### config.mk
export PLATFORM = sky130hd
export DESIGN_NAME = cnt4_timer_ctrl
export DESIGN_NICKNAME = d
export VERILOG_FILES = /design/src/rtl/cnt4_ctrl_pkg.sv /design/src/rtl/cnt4_core.sv /design/src/rtl/cnt4_timer_ctrl.sv
export SDC_FILE = /design/constraint.sdc
export NUM_CORES = 1
export LEC_CHECK = 0
export ABC_AREA = 1
export CORE_MARGIN = 8
export CORE_UTILIZATION = 43
export DETAILED_ROUTE_END_ITERATION = 8
export GPL_ROUTABILITY_DRIVEN = 0
export GPL_TIMING_DRIVEN = 1
export PLACE_DENSITY = 0.79
export SLEW_MARGIN = 25
export SYNTH_ARGS = -nofsm -noshare
export SYNTH_HDL_FRONTEND = slang
export SYNTH_SLANG_ARGS = --single-unit
### constraint.sdc
create_clock -name clk -period 2.26 [get_ports clk]
set_input_delay 0.452 -clock clk [delete_from_list [all_inputs] [get_ports clk]]
set_output_delay 0.452 -clock clk [all_outputs]
set_load 0.05 [all_outputs]
### src/rtl/cnt4_ctrl_pkg.sv
// Shared definitions for the 4-bit timer controller slice.
// Holds the controller state encoding, the default datapath width and a
// saturating-increment helper used by the wrap counter.
package cnt4_ctrl_pkg;

  localparam int unsigned CNT4_WIDTH = 4;

  typedef enum logic [1:0] {
    ST_IDLE = 2'b00,
    ST_RUN  = 2'b01,
    ST_HOLD = 2'b10,
    ST_DONE = 2'b11
  } cnt4_state_e;

  // Increment value by one, sticking at max_value instead of wrapping.
  function automatic logic [31:0] sat_inc(input logic [31:0] value,
                                          input logic [31:0] max_value);
    return (value >= max_value) ? value : value + 32'd1;
  endfunction

endpackage

### src/rtl/cnt4_core.sv
// WIDTH-bit synchronous up-counter datapath.
// clr has priority over en; rc flags the all-ones value.
module cnt4_core
  import cnt4_ctrl_pkg::*;
#(
  parameter int unsigned WIDTH = CNT4_WIDTH
) (
  input  logic             clk,
  input  logic             rst_n,
  input  logic             clr,
  input  logic             en,
  output logic [WIDTH-1:0] count,
  output logic             rc
);

  // Count register: clear wins, otherwise advance when enabled.
  always_ff @(posedge clk or negedge rst_n) begin
    if (!rst_n) begin
      count <= '0;
    end else if (clr) begin
      count <= '0;
    end else if (en) begin
      count <= count + 1'b1;
    end
  end

  assign rc = &count;

endmodule

### src/rtl/cnt4_timer_ctrl.sv
// Sequencing controller around the cnt4_core counter datapath.
// Handles start/stop/hold, one-shot vs periodic runs, terminal-count tick,
// done flag and a saturating count of completed periods.
// Optional feature macro: CNT4_PRESCALE_EN (adds a PRESCALE_DIV clock prescaler
// in front of the count advance).
module cnt4_timer_ctrl
  import cnt4_ctrl_pkg::*;
#(
  parameter int unsigned WIDTH        = CNT4_WIDTH,
  parameter int unsigned PRESCALE_DIV = 4
) (
  input  logic             clk,
  input  logic             rst_n,
  input  logic             start,
  output logic             start_ready,
  input  logic             stop,
  input  logic             hold,
  input  logic             periodic,
  input  logic [WIDTH-1:0] period,
  output logic             busy,
  output logic             done,
  output logic             tick,
  output logic [WIDTH-1:0] count,
  output logic [WIDTH-1:0] wrap_cnt
);

  localparam logic [31:0] WRAP_MAX = 32'((64'd1 << WIDTH) - 64'd1);

  if (PRESCALE_DIV < 2) begin : g_bad_prescale
    $error("PRESCALE_DIV must be at least 2");
  end

  cnt4_state_e      state_q, state_d;
  logic [WIDTH-1:0] period_q;
  logic             mode_q;
  logic [WIDTH-1:0] wrap_q;

  logic             start_acc;
  logic             stop_busy;
  logic             run_en;
  logic             pre_strobe;
  logic             adv;
  logic             at_term;
  logic             core_clr;
  logic             core_en;
  logic             core_rc;

  assign busy        = (state_q == ST_RUN) || (state_q == ST_HOLD);
  assign done        = (state_q == ST_DONE);
  assign start_ready = (state_q == ST_IDLE) || (state_q == ST_DONE);

  assign start_acc = start && start_ready;
  assign stop_busy = stop && busy;

  // HOLD with hold released counts as running: the count resumes on that very
  // cycle, so a hold of N cycles delays the tick by exactly N cycles.
  assign run_en = busy && !hold && !stop;

`ifdef CNT4_PRESCALE_EN
  localparam int unsigned      PRE_W    = (PRESCALE_DIV > 2) ? $clog2(PRESCALE_DIV) : 1;
  localparam logic [PRE_W-1:0] PRE_LAST = PRE_W'(PRESCALE_DIV - 1);

  logic [PRE_W-1:0] pre_q;

  // Prescaler: cycles 0..PRESCALE_DIV-1 while running, frozen while held.
  always_ff @(posedge clk or negedge rst_n) begin
    if (!rst_n) begin
      pre_q <= '0;
    end else if (start_acc || stop_busy) begin
      pre_q <= '0;
    end else if (run_en) begin
      pre_q <= (pre_q == PRE_LAST) ? '0 : pre_q + 1'b1;
    end
  end

  assign pre_strobe = (pre_q == PRE_LAST);
`else
  assign pre_strobe = 1'b1;
`endif

  assign adv = run_en && pre_strobe;

  // An all-ones terminal count is taken from the core's rc flag directly.
  assign at_term = (period_q == '1) ? core_rc : (count == period_q);

  assign tick     = adv && at_term;
  assign core_clr = start_acc || tick || stop_busy;
  assign core_en  = adv && !at_term;

  cnt4_core #(
    .WIDTH (WIDTH)
  ) u_core (
    .clk   (clk),
    .rst_n (rst_n),
    .clr   (core_clr),
    .en    (core_en),
    .count (count),
    .rc    (core_rc)
  );

  // State register.
  always_ff @(posedge clk or negedge rst_n) begin
    if (!rst_n) begin
      state_q <= ST_IDLE;
    end else begin
      state_q <= state_d;
    end
  end

  // Next-state logic: stop beats hold, hold beats terminal-count completion.
  always_comb begin
    state_d = state_q;
    unique case (state_q)
      ST_IDLE: begin
        if (start_acc) state_d = ST_RUN;
      end
      ST_RUN, ST_HOLD: begin
        if (stop)                 state_d = ST_IDLE;
        else if (hold)            state_d = ST_HOLD;
        else if (tick && !mode_q) state_d = ST_DONE;
        else                      state_d = ST_RUN;
      end
      ST_DONE: begin
        if (start_acc) state_d = ST_RUN;
        else if (stop) state_d = ST_IDLE;
      end
      default: state_d = ST_IDLE;
    endcase
  end

  // Run configuration is captured only when a start is accepted.
  always_ff @(posedge clk or negedge rst_n) begin
    if (!rst_n) begin
      period_q <= '0;
      mode_q   <= 1'b0;
    end else if (start_acc) begin
      period_q <= period;
      mode_q   <= periodic;
    end
  end

  // Completed-period counter: cleared on start, saturating on each tick.
  always_ff @(posedge clk or negedge rst_n) begin
    if (!rst_n) begin
      wrap_q <= '0;
    end else if (start_acc) begin
      wrap_q <= '0;
    end else if (tick) begin
      wrap_q <= WIDTH'(sat_inc(32'(wrap_q), WRAP_MAX));
    end
  end

  assign wrap_cnt = wrap_q;

endmodule

==> out/qor.yml <==
outcome: "complete, no violations"
yosys_warnings: 0
worstMarginPinSlew_ns: 0.690
hold_viol_final: 0
postCtsHoldBufs: 0
synth_edf_count: 0
wl_per_cell_um: 12.3
yosysTopAreaCellShare_pct: 37.4
syn-cell-area_um2: 1000
synth_seq_cells: 15
drt-total-wl_mm: 2.28
path_max_fanout: 3
finClkSkew_ns: 0.00357
post-cts-setup-buffer-count: 0
core_um2: 2210
h-tree-depth: 1
clock_latency_ns: 0.28
dp_hpwl_mm: 1.80
crit_slowest_cell: "clkdlybuf4s50_1"
path_cells: "ha_1 > clkdlybuf4s50_1"
ys_top_cells_by_count: "nand2_1 (35), inv_1 (17), nand3_1 (16)"
drt_first_pass_iters: 4
hold_path.class: "flop to flop"
fin_setup_tns_ns: 0
cp_data_arrival_time_ns: 1.72
die_y_um: 64.3
fin_crit_ns: 2.17
clk_transition_reported_paths_ns: 0.09
area_growth_pct: 31.2
met2_length_mm: 1.07
antenna_cells: 0
synthesis.nets: 145
clock_sinks: 15
power.density_nw_per_um2: 1260
yosysMostFrequentCell: "nand2_1"
syn_area_per_cell_um2: 7.72
setup_violations: 0
cp_top_family: "buffers and inverters"
worst_slack_ns: 0.0905
fin_nets: 173
synth_cell_type_count: 24
netlist_instances: 130
tritoncts: "yes"
cts_buffer_depth: 2
crit_buf_inv: 1
die_w_um: 64.3
numCtsBuffers: 3
p_total_mw: 1.66
p_leak_nw: 0.644
async_reset_ff_share_pct: 100
drc: 0
end_kind: "output port"
pre_cts_ws_ns: 0.255
dieArea_um2: 4140
drv_cap: 0
finalCritPeriodShare_pct: 96.0
grt_pass1_vias: 945
drtIter0Drc: 44
synthTopCellsByArea: "dfrtp_1 (37%), nand2_1 (13%), nand3_1 (8.0%)"
initial_core_util_pct: 45.4
overflow: 0
startpoint_type: "flop"
yosys.area.top_type: "dfrtp_1"
wl_met1_mm: 1.01
crit_type: "flop to output port"
io_pins: 22
ant_nets: 0
ys_seq_area_share_pct: 37.4
synth_ff_type: "dfrtp_1"
cts_resized: 0
slew_headroom_pct: 53.9
worstPathRequired_ns: 1.81
grt_start_max_net_pins: 17
drive_above_1_share_pct: 16.6
port_buffers: 21
grt_antenna_before_repair: 0
grt_pass1_wl_mm: 3.95
max_stage_delay_ns: 0.82
peakVddDrop_mv: 0.971
grtUsageTotal_pct: 11.6
clock.fmax_mhz: 461
via_per_inst: 5.12
top_layer: "met4"
dr_wl_met3_um: 191
row_count: 17
rsz0062_at_grt: "no"
drv_slew: 0
cts.root.buffer_cell: "clkbuf_4"
vias: 947
[metrics by stage]
step	instances	utilization (%)	area (um2)	hold WS (ns)
final	185	59.5	1320	0.551
after global routing	185	59.5	1320	0.599
after CTS	183	58.8	1300	0.555
after detailed placement	179	57.6	1270	0.533
after global placement	179	57.6	1270	0.493
after floorplan	130	-	1020	0.156
[worst min-delay path, stage by stage, from the launching register on]
cell     delay, ns
dfrtp_1       0.38
nand2_1       0.07
nand2_1       0.07
[cell usage in the layout (no fill, tap or decap)]
cell type and count:
nand2_1 35, clkdlybuf4s50_1 18, inv_1 16, nand3_1 16, dfrtp_1 15, o21ai_0 7
nand4_1 6, nor2_1 5, buf_4 5, ha_1 4, inv_2 3, nand2_4 3
xor2_1 3, clkbuf_4 3, nor2_2 2, a21oi_1 2, nand2_2 1, nor3_4 1
nand2b_4 1, nand3_4 1, clkinvlp_4 1, a211oi_1 1, or2_0 1, nand3_2 1
nor4_1 1, nand4_2 1, nor3_1 1, ha_4 1, clkinv_2 1, buf_12 1
[flip-flops by register name, indices dropped and copies added, names as in the netlist]
name,cells
period_q,4
u_core.count,4
wrap_cnt,4
state_q,2
mode_q,1
[path summary, 6_finish.rpt]
kind,startpoint,to,slack (ns),cells after the start
max,state_q[0]$_DFFE_PN0P_,done,0.09,2
min in group asynchronous,rst_n,period_q[0]$_DFFE_PN0N_,0.58,1
min,state_q[1]$_DFFE_PN0P_,state_q[1]$_DFFE_PN0P_,0.55,2
max in group asynchronous,rst_n,state_q[0]$_DFFE_PN0P_,1.25,1
min reg2reg,state_q[1]$_DFFE_PN0P_,state_q[1]$_DFFE_PN0P_,0.55,2
max reg2reg,state_q[0]$_DFFE_PN0P_,u_core.count[1]$_DFFE_PN0P_,0.47,8
[per-layer routing]
layer  GRT usage [%]  vias to the layer above
met2            19.5                       33
li1                -                      478
met3            4.88                        2
met1            12.6                      434
met5               0                        -
met4            4.90                        0
[power breakdown]
group	total, mW	leakage [nW]	switching [mW]	internal [mW]
Sequential	0.467	0.195	0.0991	0.367
Clock	0.154	0.0177	0.0886	0.0656
Combinational	1.04	0.432	0.689	0.348
[final cells by class]
class | instances | area, um2
clock inverter | 1 | 5.00
multi-input combinational | 94 | 562
tap | 28 | 35.0
timing repair buffer | 24 | 238
inverter | 20 | 78.8
sequential | 15 | 375
fill | 218 | 896
clock buffer | 3 | 22.5
[kinds of logic after synthesis]
| family | after synthesis | share of synthesized area [%] |
|---|---|---|
| and+or+nand+nor | 76 | 40.7 |
| AOI/OAI and AO/OA | 10 | 5.24 |
| adders and majority gates | 5 | 6.23 |
| DFF | 15 | 37.4 |
| buffers and inverters | 21 | 7.85 |
| xor gates and xnor gates | 3 | 2.62 |
Note: power is estimated with default switching activity, not from simulation.
